==> config.mk <==
export PLATFORM = sky130hd
export DESIGN_NAME = mem_port_arbiter
export DESIGN_NICKNAME = d
export VERILOG_FILES = /design/src/rtl/mem_port_arbiter.sv
export SDC_FILE = /design/constraint.sdc
export NUM_CORES = 1
export LEC_CHECK = 0
export CAP_MARGIN = 20
export CORE_MARGIN = 2
export CORE_UTILIZATION = 41
export CTS_CLUSTER_SIZE = 14
export DETAILED_ROUTE_END_ITERATION = 8
export PLACE_DENSITY = 0.8
export SETUP_SLACK_MARGIN = 0.15
export SYNTH_ARGS = -nofsm -noshare
export SYNTH_HDL_FRONTEND = slang
export SYNTH_SLANG_ARGS = --single-unit
==> constraint.sdc <==
create_clock -name clock -period 2.1 [get_ports clock]
set_clock_uncertainty 0.2 [all_clocks]
set_input_delay 0.42 -clock clock [delete_from_list [all_inputs] [get_ports clock]]
set_output_delay 0.42 -clock clock [all_outputs]
set_load 0.01 [all_outputs]
==> src/rtl/mem_port_arbiter.sv <==
// Two-port round-robin arbiter sharing one word-wide data memory between the data cache (port 0)
// and the instruction refill path (port 1). Define MEM_ARB_FIXED_PRIO_EN for fixed port-0 priority.
module mem_port_arbiter #(
  parameter int ADDR_W = 6,
  parameter int DATA_W = 32
) (
  input  logic              clock,
  input  logic              reset,
  input  logic              c0_read,
  input  logic              c0_write,
  input  logic [ADDR_W-1:0] c0_address,
  input  logic [DATA_W-1:0] c0_writedata,
  output logic [DATA_W-1:0] c0_readdata,
  output logic              c0_busywait,
  input  logic              c1_read,
  input  logic              c1_write,
  input  logic [ADDR_W-1:0] c1_address,
  input  logic [DATA_W-1:0] c1_writedata,
  output logic [DATA_W-1:0] c1_readdata,
  output logic              c1_busywait,
  output logic              mem_read,
  output logic              mem_write,
  output logic [ADDR_W-1:0] mem_address,
  output logic [DATA_W-1:0] mem_writedata,
  input  logic [DATA_W-1:0] mem_readdata,
  input  logic              mem_busywait
);

  typedef enum logic [1:0] {
    S_IDLE    = 2'd0,
    S_ACCESS  = 2'd1,
    S_RELEASE = 2'd2
  } state_t;

  state_t state_q, state_d;
  logic   first_q, first_d;
  logic   grant_q, grant_d;
  logic   wr_q, wr_d;
  logic [ADDR_W-1:0] addr_q, addr_d;
  logic [DATA_W-1:0] wdata_q, wdata_d;
  logic [1:0][DATA_W-1:0] rdata_q, rdata_d;
`ifndef MEM_ARB_FIXED_PRIO_EN
  logic   last_q, last_d;
`endif

  logic [1:0] req;
  logic [1:0] wr_in;
  logic [1:0] busy;
  logic [1:0][ADDR_W-1:0] addr_in;
  logic [1:0][DATA_W-1:0] wdata_in;
  logic       win;

  assign req      = {c1_read | c1_write, c0_read | c0_write};
  assign wr_in    = {c1_write, c0_write};
  assign addr_in  = {c1_address, c0_address};
  assign wdata_in = {c1_writedata, c0_writedata};

  // A port is released only during its own RELEASE cycle; everyone else keeps stalling.
  genvar gi;
  generate
    for (gi = 0; gi < 2; gi++) begin : g_busy
      assign busy[gi] = req[gi] & ~((state_q == S_RELEASE) && (grant_q == 1'(gi)));
    end
  endgenerate

  assign c0_busywait = busy[0];
  assign c1_busywait = busy[1];
  assign c0_readdata = rdata_q[0];
  assign c1_readdata = rdata_q[1];

  assign mem_read      = (state_q == S_ACCESS) & ~wr_q;
  assign mem_write     = (state_q == S_ACCESS) &  wr_q;
  assign mem_address   = addr_q;
  assign mem_writedata = wdata_q;

  always_comb begin
`ifdef MEM_ARB_FIXED_PRIO_EN
    win = ~req[0];
`else
    if (req[0] && req[1]) win = ~last_q;
    else                  win = ~req[0];
`endif
  end

  always_comb begin
    state_d = state_q;
    first_d = first_q;
    grant_d = grant_q;
    wr_d    = wr_q;
    addr_d  = addr_q;
    wdata_d = wdata_q;
    rdata_d = rdata_q;
`ifndef MEM_ARB_FIXED_PRIO_EN
    last_d  = last_q;
`endif
    case (state_q)
      S_IDLE: begin
        if (|req) begin
          state_d = S_ACCESS;
          first_d = 1'b1;
          grant_d = win;
          wr_d    = wr_in[win];
          addr_d  = addr_in[win];
          wdata_d = wdata_in[win];
`ifndef MEM_ARB_FIXED_PRIO_EN
          last_d  = win;
`endif
        end
      end
      S_ACCESS: begin
        // The first ACCESS cycle is unconditional so memory has seen the strobe before we sample busy.
        if (first_q) begin
          first_d = 1'b0;
        end else if (!mem_busywait) begin
          state_d = S_RELEASE;
          if (!wr_q) rdata_d[grant_q] = mem_readdata;
        end
      end
      S_RELEASE: state_d = S_IDLE;
      default:   state_d = S_IDLE;
    endcase
  end

  always_ff @(posedge clock or negedge reset) begin
    if (!reset) begin
      state_q <= S_IDLE;
      first_q <= 1'b0;
      grant_q <= 1'b0;
      wr_q    <= 1'b0;
      addr_q  <= '0;
      wdata_q <= '0;
      rdata_q <= '0;
`ifndef MEM_ARB_FIXED_PRIO_EN
      last_q  <= 1'b1;
`endif
    end else begin
      state_q <= state_d;
      first_q <= first_d;
      grant_q <= grant_d;
      wr_q    <= wr_d;
      addr_q  <= addr_d;
      wdata_q <= wdata_d;
      rdata_q <= rdata_d;
`ifndef MEM_ARB_FIXED_PRIO_EN
      last_q  <= last_d;
`endif
    end
  end

endmodule

# ---- Word level (Yosys, flattened, before mapping)
# Index checks and enable logic that the tools add are counted.
dict set report totals {
  output_inout_bits 106
  input_bits 115
  word_cells 58
  register_bits 108
}
dict set report op_classes {
  n_lt_le_gt_ge 3
  bitwise 14
  reduce_logical 11
  muxes 16
  n_eq_ne 5
}
# cell n
set op_table {}
lappend op_table {{$mux 32} 3}
lappend op_table {{$bwmux 64} 1}
lappend op_table {{$demux 32 s1} 1}
lappend op_table {{$mux 6} 2}
lappend op_table {{$not 1->1} 8}
lappend op_table {{$mux 2} 3}
lappend op_table {{$ne 2x2->1 const B} 3}
lappend op_table {{$and 1x1->1} 4}
lappend op_table {{$logic_and 1x1->1} 4}
lappend op_table {{$lt 1x2->1 const B} 2}
lappend op_table {{$mux 1} 4}
lappend op_table {{$pmux 2 s2} 1}
lappend op_table {{$reduce_and 2->1} 2}
lappend op_table {{$reduce_and 4->1} 1}
lappend op_table {{$reduce_and 3->1} 1}
lappend op_table {{$eq 2x1->1 const B} 1}
lappend op_table {{$eq 2x2->1 const B} 1}
lappend op_table {{$logic_not 2->1} 1}
lappend op_table {{$or 1x1->1} 2}
lappend op_table {{$pmux 1 s2} 1}
lappend op_table {{$reduce_bool 2->1} 1}
lappend op_table {{$reduce_or 2->1} 1}
lappend op_table {{$ge 1x1->1 const B} 1}

# ---- Logic depth before layout (Yosys ltp)
# Gate-level depths: netlist of run 1.
dict set report logic_depth {
  depth_word 5
  mapped_depth 6
  depth_no_buf 3
}

# ---- Worst setup path before layout of run 1
# Ideal clock, no wire load.
dict set report synth_timing {
  path_type {input to register}
  startpoint {input port c0_read}
  endpoint {register addr_q[0], in the netlist mem_address[0]}
  stages 6
  arrival_ns 1.587
  path_slack_ns 0.231
  n_path_buf 3
  required_time_ns 1.818
  setup_time_ns 0.082
  path_cell_list {or4_1 -> clkbuf_1 -> and2_1 -> buf_6 -> buf_6 -> a31oi_1}
}
dict set report synth_between {
  elab_chain_len 5
  elab_cells_between_ends 8
  cone_classes {mux: 3; bitwise: 2; reduce/logical: 3}
}
# item line
set synth_rtl {}
lappend synth_rtl {{start: declaration} 9} ;# input logic c0_read,
lappend synth_rtl {{$or 1x1->1 (*)} 53} ;# assign req = {c1_read | c1_write, c0_read | c0_write};
lappend synth_rtl {{$logic_and 1x1->1 or $not 1->1 (tied branches)} {80, 81}}
lappend synth_rtl {{$mux 1} 80} ;# if (req[0] && req[1]) win = ~last_q;
lappend synth_rtl {{$mux 6 (not written as such) (2 in series)} 103} ;# addr_d = addr_in[win];
lappend synth_rtl {{end signal: assignment} 141} ;# addr_q <= addr_d;
lappend synth_rtl {{end: declaration} 39} ;# logic [ADDR_W-1:0] addr_q, addr_d;
# Mark *: on every way between the ends. The rest lies on a longest branch, timed or not. The select of a mux whose other input is x is not followed.
# A chain may end at the register's enable or synchronous reset.

# ---- Final worst setup path of run 1
dict set report layout_timing {
  startpoint {register state_q[1]}
  endpoint {output port c1_busywait}
}
dict set report layout_between {
  elab_chain_len 4
}
# item line
set layout_rtl {}
lappend layout_rtl {{start: declaration} 35} ;# state_t state_q, state_d;
lappend layout_rtl {{start signal: assignment} 137} ;# state_q <= state_d;
lappend layout_rtl {{$eq 2x2->1} 62} ;# assign busy[gi] = req[gi] & ~((state_q == S_RELEASE) && (grant_q == 1'(gi)));
lappend layout_rtl {{$logic_and 1x1->1} 62}
lappend layout_rtl {{$not 1->1} 62}
lappend layout_rtl {{$and 1x1->1} 62}
lappend layout_rtl {{end: declaration} 20} ;# output logic c1_busywait,
# No other way between the ends.

==> results by group, run 1 <==
Detailed routing
  – Detailed Routing Iterations Pass 1: 4
  – Antenna violation net count after detailed routing: 0
  – Post-detailed-routing wire length: 15.75 mm
  – Routed wirelength normalized by instance count: 20.48 µm
  – Via density per instance: 5.601
  – Drt initial violations: 173
  – Vias: 4,307
  – Drt drc: 0

Synth
  – Number of register bits inferred by synthesis: 108
  – Summed instance area of the synthesized netlist: 0.004701 mm²
  – Yosys synthesis warning count: 0
  – Syn Nets: between 500 and 600
  – Cells after synthesis: 393
  – Post-synthesis sequential area ratio: 57.52%
  – Count of unique library cells instantiated by Yosys: 27
  – Per-instance average area after synthesis: roughly 12 µm²

Timing
  – Max_slew headroom: 68.63%
  – Min Tclk post-route: between 1.5 and 2 ns
  – Final critical-path setup slack: around 0.12 ns
  – Setup repair after global routing missed its margin: yes
  – Final count of pins violating max slew: 0
  – Worst slew pin tran: 0.4706 ns
  – Final Cycle Share: between 90% and 100%
  – Final hold viol count: 0
  – Setup Viol. Count Final: 0
  – Highest attainable clock frequency: 504.4 MHz

Clock network
  – Worst-skew pair later-pin latency: 0.34 ns
  – Sink count of the clock tree: ~110
  – Clock input transition at the sequential cells of the worst setup and hold paths: 0.07 ns
  – Deepest level of the CTS H-tree: 3
  – Num CTS Buffers: 9
  – Clock tree from TritonCTS: built
  – Root buffer selected by CTS: sky130_fd_sc_hd__clkbuf_16
  – CTS max path bufs: 2

Critical path
  – Highest net fanout along the worst path: 5
  – CP max-delay cell: sky130_fd_sc_hd__dfrtp_2
  – Largest stage delay, worst path: 0.49 ns
  – Gate family responsible for the most delay along the worst path: flip-flops
  – Setup slack of the most critical reg-to-reg path: 0.16 ns
  – Cell-by-cell trace of the critical path: buf_4, a31oi_4, buf_2
  – Kind of launch point of the worst setup path: flip-flop
  – Crit path required time: 1.48 ns
  – WP buf/inv: 2
  – R2R Path Start: state_q[1]
  – Type of the setup path with the least slack: reg -> out
  – Depth of the worst register-to-register path: 5
  – Reg2Reg Capture Point: c0_readdata[1]
  – Arrival time reported for the critical path endpoint: 1.36 ns
  – Nature of the critical path endpoint: output pin

Placed design
  – Number of placed instances, taps included: approximately 740
  – Worst slack, placed: -0.4079 ns
  – Area of placed instances: approximately 0.0071 mm²
  – Number of port buffers: 220
  – Placer Congestion: 0.7851
  – HPWL Detailed: 9.566 mm

Floorplan
  – Core Rows: 39
  – Full die area: 0.01234 mm²
  – Initial Util: 41.52%
  – Std-Cell Core Area: roughly 0.011 mm²
  – I/O pins: 221
  – Die X-Extent: ~110 µm
  – Die height: 111.1 µm

Global routing
  – GR Util met3: 6.889%
  – Met1 usage: 26.23%
  – Grt peak-use layer: met2
  – Total global-route track usage: 22.53%
  – Global route total overflow: 0
  – Grt met2 use: 39.67%
  – Initial antenna violation count: 0
  – Vias in the first global route: 4,276
  – Global-route wire length before repair: 22.18 mm
  – Largest net degree at the start of global routing: between 70 and 80

Layout
  – Number of inserted filler cells in the final layout: 725
  – Post-route design area: 0.008243 mm²
  – Final non-filler cell total: between 700 and 800
  – Antenna Cells: 0
  – Number of nets at the end of the flow: 736
  – Layout cells sized above 1: 27.96%
  – Signed area change from the synthesized netlist to the final layout: 75.35%

Power
  – Leakage power total: 0.003297 µW
  – Max rail drop VDD: about 870 µV
  – Power density over the cells: 1441 mW/mm²

Hold path
  – Min-Delay Path Class: reg -> reg
  – Origin of the worst min-delay path: c0_readdata[28]
  – End point of the most critical hold path: c0_readdata[28]
  – Number of cells on the worst hold path: 1

Run
  – Number of max-capacitance violations reported: 0

Run status
  – Run status: completed
-- metal layers --
metal / share of wire [%] / routed length (µm)
met2: 51 / 8049
met4: 2.4 / 382
met3: 8.2 / 1292
met1: 38 / 6023
met5: 0 / 0
-- worst register-to-register path, stage by stage (launching register included) --
cell and delay, ns:
sky130_fd_sc_hd__dfrtp_2 0.49, sky130_fd_sc_hd__nor4b_4 0.25, sky130_fd_sc_hd__and3_4 0.28, sky130_fd_sc_hd__buf_12 0.12, sky130_fd_sc_hd__clkbuf_16 0.16, sky130_fd_sc_hd__mux2_2 0.34
-- worst max-delay path by stage --
stage / from / end / slack (ns) / cells after the start
final: state_q[1] / c1_busywait / 0.12 / 3
after global routing: state_q[1] / c1_busywait / 0.09 / 3
after CTS: state_q[1] / c1_busywait / 0.11 / 3
after detailed placement: c0_read / c0_busywait / -0.41 / 4
after global placement: c0_read / c0_busywait / -0.35 / 4
after floorplan: c0_read / mem_address[0] / 0.23 / 6
-- cells by family after synthesis --
kind of cell           share of synthesized area (%)
and+or+nand+nor                                7.932
buffers and inverters                          4.338
DFF                                            57.52
muxes                                          15.54
AOI/OAI and AO/OA                              14.67
-- Yosys cell counts, drive strengths merged --
cell type	count	area (µm²)
clkbuf	26	98.84
a21oi	42	210.2
dfstp	1	26.28
o21bai	1	7.510
a21boi	1	7.510
buf	11	93.83
nand3	1	5.000
nor4b	1	15.01
mux2	64	720.7
nand2b	1	6.260
or4	1	7.510
dfrtp	107	2678
a31oi	40	250.2
mux2i	1	10.01
o21ai	39	195.2
nand3b	38	285.3
nor2	8	30.03
and2	1	6.260
inv	3	11.26
o2bb2ai	1	8.760
and3	1	6.260
o21ba	1	10.01
nand2	3	11.26
-- cell type report --
class,instances,area (µm²),area share [%]
Clock inverter,7,98.84,1.199
Sequential cell,108,2708,32.85
Multi-Input combinational cell,245,2327,28.23
Inverter,3,11.26,0.1366
Tap cell,143,178.9,2.171
Clock buffer,9,225.2,2.732
Timing Repair Buffer,254,2694,32.68
-- cells in the final DEF (no fill, tap or decap), drive strengths merged, types with 2 or more instances in the layout --
master,instances
a31oi,40
dlymetal6s2s,4
clkdlybuf4s50,208
mux2,64
clkinv,2
nand2,3
a21oi,42
o21ai,39
bufinv,2
nor2,8
dlygate4sd2,3
dfrtp,107
clkbuf,13
buf,33
nand3b,38
inv,5
-- metrics by stage --
| stage | hold WS (ns) | setup TNS, ns | power [µW] | util (%) |
|---|---|---|---|---|
| 5_1_grt | 0.2984 | 0 | 12430 | 72.81 |
| 6_report | 0.2894 | 0 | 11880 | 72.81 |
| 3_5_place_dp | 0.1896 | -25.11 | 8776 | 62.61 |
| 4_1_cts | 0.2899 | 0 | 11000 | 68.31 |
| 2_1_floorplan | -0.07559 | 0 | 5917 | - |
| 3_3_place_gp | 0.1855 | -22.22 | 8576 | 62.61 |
-- flip-flops by register name, indices dropped and copies added (netlist names) --
register / cells
grant_q: 1
mem_address: 6
c0_readdata: 32
c1_readdata: 32
first_q: 1
mem_writedata: 32
last_q: 1
state_q: 2
wr_q: 1
-- report_power, final --
group          internal (µW)  switching, µW
logic                   3540           2700
registers               3120            669
clock network           1060            794
-- timing repair --
item,4_1_cts,5_1_grt
setup buffers,4,6
hold buffers,1,0
gates cloned,2,5
hold endpoints to repair,31,0
pin swaps,3,2
gates resized for setup,53,62
setup endpoints to repair,78,77
Power figures use the tool's default switching activity.
==> run 2, diff against run 1 <==
--- a/config.mk
+++ b/config.mk
@@ -5,6 +5,7 @@
 export SDC_FILE = /design/constraint.sdc
 export NUM_CORES = 1
 export LEC_CHECK = 0
+export ABC_CLOCK_PERIOD_IN_PS = 2100
 export CAP_MARGIN = 20
 export CORE_MARGIN = 2
 export CORE_UTILIZATION = 41
==> results of run 2 <==
No change in the layout: final DEF, timing and power equal those of run 1.
==> run 3, diff against run 2 <==
--- a/config.mk
+++ b/config.mk
@@ -12,7 +12,6 @@
 export CTS_CLUSTER_SIZE = 14
 export DETAILED_ROUTE_END_ITERATION = 8
 export PLACE_DENSITY = 0.8
-export SETUP_SLACK_MARGIN = 0.15
 export SYNTH_ARGS = -nofsm -noshare
 export SYNTH_HDL_FRONTEND = slang
 export SYNTH_SLANG_ARGS = --single-unit
==> results by group, run 3 (synthesized netlist as in run 1, its figures left out) <==
Detailed routing
  – Via density per instance: 5.355 (-4.4%)
  – Routed length on met1: 5.164 mm (-14%)
  – Vias: 4,027 (-6.5%)
  – Routed wirelength normalized by instance count: 17.58 µm (-14%)
  – Met2 wire len: 6.546 mm (-19%)
  – Antenna violation net count after detailed routing: 0 (unchanged)
  – Routed length on met3: 1.296 mm (+0.31%)
  – Drt drc: 0 (unchanged)
  – Detailed Routing Iterations Pass 1: 4 (unchanged)
  – Top routing layer used: met4
  – Post-detailed-routing wire length: 13.22 mm (-16%)
  – Drt initial violations: 220 (+27%)

Power
  – Logic pwr share: 47.5% (-5.0 points)
  – Sequential power share: 35.2% (+3.3 points)
  – Final Power: 10,540 µW (-11%)
  – Max rail drop VDD: 813.4 µV (-6.2%)
  – Internal power: 7058 µW (-8.5%)
  – Power density over the cells: 1412 mW/mm² (-2.0%)
  – Switching part of the total: 33.05% (-2.0 points)
  – Part of the total power dissipated in the clock network: 17.2% (+1.6 points)
  – Leakage power total: 0.003035 µW (-7.9%)
  – Psw: 3484 µW (-16%)

Floorplan
  – Initial Util: 41.52% (unchanged)
  – Core Rows: 39 (unchanged)
  – Full die area: 0.01234 mm² (unchanged)
  – I/O pins: 221 (unchanged)
  – Die X-Extent: 111.1 µm (unchanged)
  – Std-Cell Core Area: 0.01132 mm² (unchanged)
  – Die height: 111.1 µm (unchanged)

Timing
  – Setup Viol. Count Final: 0 (unchanged)
  – Max_slew headroom: 63.67% (-5.0 points)
  – Worst slew pin tran: 0.5449 ns (+0.07436 ns)
  – Min Tclk post-route: 2.061 ns (+0.07836 ns)
  – Final hold viol count: 0 (unchanged)
  – Highest attainable clock frequency: 485.2 MHz (-3.8%)
  – Final Cycle Share: 98.15% (+3.7 points)
  – Final count of pins violating max slew: 0 (unchanged)

Layout
  – Layout cells sized above 1: 18.23% (-9.7 points)
  – Commonest non-fill, non-tap cell in the layout: sky130_fd_sc_hd__clkdlybuf4s50_1
  – Final non-filler cell total: 752 (-2.2%)
  – Signed area change from the synthesized netlist to the final layout: 58.77%
  – Commonest non-fill, non-tap cells in the layout: sky130_fd_sc_hd__clkdlybuf4s50_1, sky130_fd_sc_hd__dfrtp_1, sky130_fd_sc_hd__mux2_2
  – Antenna Cells: 0 (unchanged)
  – Number of inserted filler cells in the final layout: 845 (+17%)
  – Number of nets at the end of the flow: 719 (-2.3%)

Critical path
  – Cell-by-cell trace of the critical path: clkdlybuf4s50_1, nor2_1, a31oi_2, clkdlybuf4s15_1
  – Kind of launch point of the worst setup path: primary input
  – Reg2Reg Capture Point: c0_readdata[17]
  – Largest stage delay, worst path: 0.50 ns (about the same)
  – R2R Path Start: state_q[1]
  – Beginning of the critical path: c1_write
  – Setup slack of the most critical reg-to-reg path: 0.21 ns (+0.05 ns)
  – Termination of the worst setup path: c1_busywait
  – Highest net fanout along the worst path: 2 (-3)
  – CP max-delay cell: sky130_fd_sc_hd__clkdlybuf4s50_1
  – Type of the setup path with the least slack: in -> out
  – Depth of the worst register-to-register path: 4 (-1)
  – Nature of the critical path endpoint: output pin
  – Arrival time reported for the critical path endpoint: 1.44 ns (+0.08 ns)
  – Crit path required time: 1.48 ns (about the same)

Run status
  – Run status: completed

Placed design
  – HPWL Detailed: 9.566 mm (unchanged)
  – Placer Congestion: 0.7851 (unchanged)
  – Number of placed instances, taps included: 735 (unchanged)
  – Number of port buffers: 220 (unchanged)

Clock network
  – Num CTS Buffers: 9 (unchanged)
  – Clock tree from TritonCTS: built
  – Deepest level of the CTS H-tree: 3 (unchanged)
  – Sink count of the clock tree: 108 (unchanged)
  – Post-CTS Setup Bufs: 0 (-4)
  – Root buffer selected by CTS: sky130_fd_sc_hd__clkbuf_16
  – CTS max path bufs: 2 (unchanged)
  – Clock input transition at the sequential cells of the worst setup and hold paths: 0.07 ns (about the same)
  – Worst-skew pair later-pin latency: 0.33 ns (about the same)

Global routing
  – Total global-route track usage: 21.17% (-1.4 points)
  – Global route total overflow: 0 (unchanged)
  – Initial antenna violation count: 0 (unchanged)
  – Vias in the first global route: 4,162 (-2.7%)
  – Global-route wire length before repair: 21.00 mm (-5.3%)
  – Largest net degree at the start of global routing: 78 (unchanged)

Hold path
  – Min-Delay Path Class: reg -> reg

Run
  – Number of max-capacitance violations reported: 0 (unchanged)
## run 3: cell types whose count changed in the layout (fill, tap and decap cells not counted), moves of 16 or more
cell / before / now
sky130_fd_sc_hd__a21oi_1: 22 / 42
sky130_fd_sc_hd__a31oi_1: 17 / 37
sky130_fd_sc_hd__mux2_2: 43 / 63
sky130_fd_sc_hd__mux2_4: 20 / 0
sky130_fd_sc_hd__a31oi_4: 18 / 0
sky130_fd_sc_hd__a21oi_2: 16 / 0
## run 3: how the worst min path moves through the flow
| stage | startpoint | to | cells after the start |
|---|---|---|---|
| 6_report | c0_readdata[28] | c0_readdata[28] | 1 |
| 5_1_grt | c0_readdata[28] | c0_readdata[28] | 1 |
| 4_1_cts | c0_readdata[28] | c0_readdata[28] | 1 |
| 3_5_place_dp | reset | c0_readdata[22] | 1 |
| 3_3_place_gp | reset | c1_readdata[25] | 1 |
| 2_1_floorplan | reset | c0_readdata[0] | 0 |
## run 3: metal layers
metal  global-route usage, %  vias up
li1                        -     1862
met1                   25.16     1943
met2                   36.32      204
met3                   6.834       18
met4                   7.325        0
met5                       0        -
## run 3: cell type report
cell class	count	area, µm²	share of cell area [%]
Timing Repair Buffer	237	2401	32.17
Clock inverter	7	98.84	1.324
Sequential cell	108	2705	36.24
Multi-Input combinational cell	245	1843	24.69
Inverter	3	11.26	0.1509
Tap cell	143	178.9	2.397
Clock buffer	9	225.2	3.018
## run 3: through the flow
step	hold slack (ns)	cell area, µm²	setup TNS, ns	util [%]	worst slack [ns]
2_1_floorplan	-0.07559	4701	0	-	0.2312
3_3_place_gp	0.1855	7088	-22.22	62.61	-0.3483
3_5_place_dp	0.1896	7088	-25.11	62.61	-0.4079
4_1_cts	0.2899	7432	-0.04067	65.65	-0.02359
5_1_grt	0.2984	7463	-0.003596	65.93	-0.003596
6_report	0.2897	7463	0	65.93	0.03892
## run 3: critical path: cells and delay by family
| family | cells | cell delay (ns) |
|---|---|---|
| simple gates | 1 | 0.07 |
| buf+inv | 2 | 0.77 |
| compound gates | 1 | 0.19 |
## run 3: what timing repair did
item | CTS | global route
resized for setup | 8 | 14
cloned | 0 | 0
setup endpoints to repair | 4 | 31
hold buffers | 1 | 0
endpoints found under the hold margin | 31 | 0
## run 3: power groups by stage
| stage | combinational (µW) | clock (µW) | sequential [µW] |
|---|---|---|---|
| 5_1_grt | 5370 | 1950 | 3840 |
| 4_1_cts | 5040 | 1860 | 3720 |
| 6_report | 5010 | 1820 | 3720 |
| 3_3_place_gp | 4900 | 0 | 3680 |
| 2_1_floorplan | 1810 | 0 | 4110 |
| 3_5_place_dp | 5030 | 0 | 3740 |
